[src/rtl/phy_rx_lane.sv]
// phy_rx_lane: single-lane serial receiver.
// Deserializes an MSB-first bitstream on clk_8f, aligns on the comma byte,
// declares the link active after LOCK_COUNT consecutive aligned commas and
// then delivers each received byte, flagging comma idle fill as not valid.
module phy_rx_lane #(
    parameter logic [7:0] COMMA      = 8'hBC,
    parameter int         LOCK_COUNT = 4
) (
    input  logic       clk_8f,
    input  logic       reset,
    input  logic       enable,
    input  logic       data_in,
    output logic [7:0] data_out,
    output logic       valid_out,
    output logic       byte_strobe,
    output logic       active
);

    typedef enum logic [1:0] {
        ST_SEARCH = 2'd0,
        ST_COUNT  = 2'd1,
        ST_ACTIVE = 2'd2
    } state_t;

    localparam logic [3:0] LOCK_CNT = 4'(LOCK_COUNT);

    state_t      state;
    logic [7:0]  sr;
    logic [2:0]  bit_cnt;
    logic [3:0]  bc_cnt;

    logic [7:0]  nsr;
    logic        boundary;
    logic        nsr_is_comma;
    logic [3:0]  bc_cnt_inc;

    // Word as it will look after this edge's bit is shifted in; every
    // comparison (search, lock counting, data capture) is made on it so the
    // byte is recognised on the same edge that samples its last bit.
    always_comb begin
        nsr          = {sr[6:0], data_in};
        boundary     = (bit_cnt == 3'd7);
        nsr_is_comma = (nsr == COMMA);
        bc_cnt_inc   = bc_cnt + 4'd1;
    end

    // Link-up is a pure decode of the state, no extra register stage.
    assign active = (state == ST_ACTIVE);

    // Alignment FSM, deserializer and registered outputs. A disabled edge
    // freezes everything; only the strobe is dropped so it stays a pulse.
    always_ff @(posedge clk_8f or posedge reset) begin
        if (reset) begin
            state       <= ST_SEARCH;
            sr          <= 8'h00;
            bit_cnt     <= 3'd0;
            bc_cnt      <= 4'd0;
            data_out    <= 8'h00;
            valid_out   <= 1'b0;
            byte_strobe <= 1'b0;
        end else if (!enable) begin
            byte_strobe <= 1'b0;
        end else begin
            sr          <= nsr;
            byte_strobe <= 1'b0;
            case (state)
                // Slide one bit at a time until a comma shows up at any offset;
                // that edge becomes the byte alignment reference.
                ST_SEARCH: begin
                    bit_cnt <= 3'd0;
                    if (nsr_is_comma) begin
                        state  <= ST_COUNT;
                        bc_cnt <= 4'd1;
                    end else begin
                        bc_cnt <= 4'd0;
                    end
                end
                // Confirm alignment: every boundary must carry another comma.
                // A non-comma means the first hit was false, so resume search.
                ST_COUNT: begin
                    bit_cnt <= bit_cnt + 3'd1;
                    if (boundary) begin
                        if (nsr_is_comma) begin
                            if (bc_cnt != LOCK_CNT) begin
                                bc_cnt <= bc_cnt_inc;
                            end
                            if (bc_cnt_inc == LOCK_CNT) begin
                                state <= ST_ACTIVE;
                            end
                        end else begin
                            state   <= ST_SEARCH;
                            bc_cnt  <= 4'd0;
                            bit_cnt <= 3'd0;
                        end
                    end
                end
                // Locked: deliver each byte; commas are idle fill and only
                // clear valid while the last data byte stays on data_out.
                ST_ACTIVE: begin
                    bit_cnt <= bit_cnt + 3'd1;
                    if (boundary) begin
                        byte_strobe <= 1'b1;
                        if (nsr_is_comma) begin
                            valid_out <= 1'b0;
                        end else begin
                            data_out  <= nsr;
                            valid_out <= 1'b1;
                        end
                    end
                end
                default: begin
                    state   <= ST_SEARCH;
                    bit_cnt <= 3'd0;
                    bc_cnt  <= 4'd0;
                end
            endcase
        end
    end

endmodule
[config.mk]
export PLATFORM = sky130hd
export DESIGN_NAME = phy_rx_lane
export DESIGN_NICKNAME = d
export VERILOG_FILES = /design/src/rtl/phy_rx_lane.sv
export SDC_FILE = /design/constraint.sdc
export NUM_CORES = 1
export LEC_CHECK = 0
export BUFFER_PORTS_ARGS = -buffer_cell sky130_fd_sc_hd__buf_4
export CORE_ASPECT_RATIO = 0.6
export CORE_MARGIN = 5
export CORE_UTILIZATION = 49
export DETAILED_ROUTE_END_ITERATION = 10
export PLACE_DENSITY_LB_ADDON = 0.25
export SYNTH_ARGS = -nofsm -noshare
export SYNTH_HDL_FRONTEND = slang
export SYNTH_SLANG_ARGS = --single-unit
[constraint.sdc]
create_clock -name clk_8f -period 3.97 [get_ports clk_8f]
set_input_delay 0.794 -clock clk_8f [delete_from_list [all_inputs] [get_ports clk_8f]]
set_output_delay 0.794 -clock clk_8f [all_outputs]
set_load 0.01 [all_outputs]
==> qor_table.md <==
| Item | Reported | Unit |
|---|---|---|
| Outcome | finished clean | - |
| Top post-synthesis cells by count | dfrtp_1 (26), mux2_2 (13), inv_1 (12), ha_1 (8), o21ai_0 (7) | - |
| Width of the chip | 76.4 | um |
| Number of routed nets with antenna violations | 0 | - |
| Post-CTS Hold Fix Bufs | 0 | - |
| Cell taking the most area after synthesis | dfrtp_1 | - |
| Floorplan Core Area | 0.00252 | sq mm |
| Leakage power figure | 0.702 | nW |
| Insertion delay of the later-clocked pin in the worst-skew pair | 0.27 | ns |
| Number of antenna violations at the first check in global routing | 0 | - |
| Prevailing post-synth register cell | dfrtp_1 | - |
| P_sw | 0.000215 | W |
| Detail Placement HPWL | 1.76 | mm |
| Fraction of power consumed by sequential logic | 0.513 | - |
| Startpoint type of the worst setup path | flop | - |
| Launch instance of the worst min-delay path | valid_out$_DFFE_PP0P_ | - |
| GRT Resource Usage Total | 0.139 | - |
| Share of synthesized area occupied by flip-flops and latches | 0.502 | - |
| Global placer's final weighted congestion | 0.812 | - |
| Cell with the most instances after synthesis | dfrtp_1 | - |
| CP Buf/Inv Count | 2 | - |
| Layout cells sized above 1 | 0.288 | - |
| Top cell family by delay on the critical path | flip-flops | - |
| Kind of critical path | reg -> out | - |
| Sw frac | 0.282 | - |
| Worst hold path class | reg -> reg | - |
| Per-cell via count in the routed design | 5.87 | - |
| Count of H-tree levels built during CTS | 1 | - |
| Root buffer cell | clkbuf_8 | - |
| Critical path endpoint category | output port | - |
| Relative slew margins | 0.373 | - |
| Start point of the critical path | state[0]$_DFFE_PP0P_ | - |
| Share of synthesized registers carrying an async set or reset | 1.00 | - |
| Antenna diodes | 0 | - |
| Sequential Area | 651 | sq um |
| Post-route setup TNS | 0 | ns |
| Clock Sink Count | 26 | - |
| Post-Syn Nets | 122 | - |
| Power per unit of standard cell area | 515 | mW/mm^2 |
| Post-synth cell types | 31 | - |
| Largest driver fanout on the critical path | 5 | - |
| Share of power burned in combinational logic | 0.267 | - |
| Wire length of the first global-routing pass | 4.17 | mm |
| Required time of the critical path | 3.18 | ns |
| Die area | 0.00380 | sq mm |
| Relative area change from synthesis to final layout | 14.5 | % |
| Setup Buffers After CTS | 0 | - |
| Achievable clock frequency | 0.498 | GHz |
| Slowest cell delay on critical path | 0.41 | ns |
| TritonCTS buffer count | 3 | - |
| Worst Reg-to-Reg Cells | 5 | - |
| Clock tree skew after final layout | 0.0104 | ns |
| Resized cells post-CTS | 0 | - |
| Initial core utilization | 0.513 | - |
| Fraction of power consumed by the clock network | 0.221 | - |
| Boundary pin count | 15 | - |
| Worst setup path endpoint | active | - |
| Leftover overflow at the end of global routing | 0 | - |
| Arrival time of data at the critical path endpoint | 1.21 | ns |
| Routed wire length | 2.38 | mm |
| CP Depth | 3 | - |
| Number of synthesized flops with an enable pin | 0 | - |
| Per-cell routed wire length | 15.2 | um |
| Via count of the routed design | 921 | - |
| Post-Synthesis Cells | 110 | - |
| Worst setup slack for register-to-register paths | 2.08 | ns |
| Total number of yosys warnings | 0 | - |
| Layout Nets | 138 | - |
| Peak supply drop | 0.000321 | V |
| Post-Synthesis Cell Area | 0.00129 | sq mm |
| Setup-failing EPs final | 0 | - |
| Launch instance of the worst register-to-register path | state[0]$_DFFE_PP0P_ | - |
| Maximum number of pins on one net before global-route repair | 27 | - |
| Vias in the first global route | 888 | - |
| Clock buffer depth | 2 | - |
| Fin crit share | 0.506 | - |
| Critical-path top delay cell | dfrtp_1 | - |
| Reg-to-reg endpoint | data_out[7]$_DFFE_PP0P_ | - |
| Slew Viols, Final | 0 | - |
| Filler Cells Inserted | 218 | - |
| Area occupied by multi-input gates | 587 | sq um |
| Dominant cells by area after synthesis | dfrtp_1 (50%), mux2_2 (11%), ha_1 (7.7%) | - |
| Total number of placement rows | 14 | - |
| Period minus WS final | 2.01 | ns |
| Mean instance size in the synthesized netlist | 11.8 | sq um |
| Register bit total from synthesis | 26 | - |
| Cell-internal power | 0.000548 | W |
| CTS tree | yes | - |
| Register clock-pin slew on the reported worst setup and hold paths | 0.09 | ns |
| RSZ-0062 raised after global routing | false | - |
| Maximum capacitance violations | 0 | - |
| Iter 0 DRT Violations | 40 | - |
| Endpoints failing hold | 0 | - |
| Share of Yosys cell area claimed by the top area cell type | 0.502 | - |
| Die Height | 49.8 | um |
| Worst hold slack across all endpoints | 0.482 | ns |
| Cell-by-cell listing of the critical path | inv_1 -> ha_1 -> buf_4 | - |
| Remaining DRCs | 0 | - |
| Port Buffer Count | 14 | - |
| Number of iterations in the first detailed-routing pass | 4 | - |
| Worst-Margin Slew | 0.939 | ns |
power groups by stage:
stage	clock (W)	sequential [W]	combinational, W
2_1_floorplan	0	0.000408	0.0000957
3_3_place_gp	0	0.000392	0.000206
3_5_place_dp	0	0.000396	0.000208
4_1_cts	0.000174	0.000392	0.000209
5_1_grt	0.000187	0.000402	0.000227
6_report	0.000168	0.000392	0.000204
cells by family after synthesis:
group | synth area share
buffers and inverters | 0.0444
DFF | 0.502
and+or+nand+nor | 0.127
AOI/OAI and AO/OA | 0.136
muxes | 0.113
adders and majority gates | 0.0773
worst reg2reg max path, stage by stage, from the launching register on:
cell and delay, ns:
dfrtp_1 0.41, inv_1 0.10, ha_1 0.27, nand3_1 0.20
nor2_2 0.40, mux2_2 0.39
layout by cell type (no fill, tap or decap):
| master | n |
|---|---|
| a21boi_0 | 1 |
| a21o_1 | 2 |
| a21oi_1 | 5 |
| a22oi_1 | 1 |
| a31o_2 | 1 |
| a31oi_1 | 1 |
| a32o_1 | 1 |
| and3b_1 | 2 |
| buf_4 | 14 |
| clkbuf_8 | 4 |
| dfrtp_1 | 26 |
| ha_1 | 8 |
| inv_1 | 12 |
| mux2_2 | 13 |
| nand2b_1 | 1 |
| nand3_1 | 6 |
| nand3b_1 | 3 |
| nand4b_4 | 1 |
| nand4bb_1 | 1 |
| nand4bb_2 | 1 |
| nor2_1 | 2 |
| nor2_2 | 1 |
| nor3_1 | 1 |
| o2111ai_1 | 1 |
| o21ai_0 | 7 |
| o22a_1 | 1 |
| o22ai_1 | 3 |
| o2bb2ai_1 | 2 |
| o31ai_1 | 1 |
| or3_1 | 1 |
| or3_4 | 1 |
how the worst min path moves through the flow:
stage	endpoint	cells after the start
3_3_place_gp	valid_out$_DFFE_PP0P_	1
6_report	valid_out$_DFFE_PP0P_	1
2_1_floorplan	data_out[1]$_DFFE_PP0P_	1
3_5_place_dp	valid_out$_DFFE_PP0P_	1
5_1_grt	valid_out$_DFFE_PP0P_	1
4_1_cts	valid_out$_DFFE_PP0P_	1
cell type report:
| class | count | area share |
|---|---|---|
| clock buffer | 4 | 0.0371 |
| inverter | 12 | 0.0304 |
| multi-input combinational | 69 | 0.396 |
| sequential | 26 | 0.439 |
| tap | 32 | 0.0270 |
| timing repair buffer | 14 | 0.0709 |
stage by stage:
step	power, W	cells	cell area, sq um	worst slack (ns)	util
floorplan	0.000504	110	1290	2.10	-
global placement	0.000598	153	1430	1.92	0.566
detailed placement	0.000603	153	1430	1.88	0.566
CTS	0.000774	157	1480	1.97	0.588
global route	0.000816	157	1480	1.90	0.588
finish	0.000764	157	1480	1.96	0.588
sequential cells by signal, indices dropped and copies added (netlist names):
register,flops
bc_cnt,4
state,2
sr,7
valid_out,1
data_out,8
byte_strobe,1
bit_cnt,3
per-layer routing:
layer | GRT usage | vias up | share of wire
li1 | - | 427 | -
met4 | 0.0698 | 0 | 0.019
met2 | 0.199 | 29 | 0.43
met5 | 0 | - | 0
met1 | 0.186 | 459 | 0.49
met3 | 0.0491 | 6 | 0.062
No activity file was read; power rests on OpenSTA's default activity.
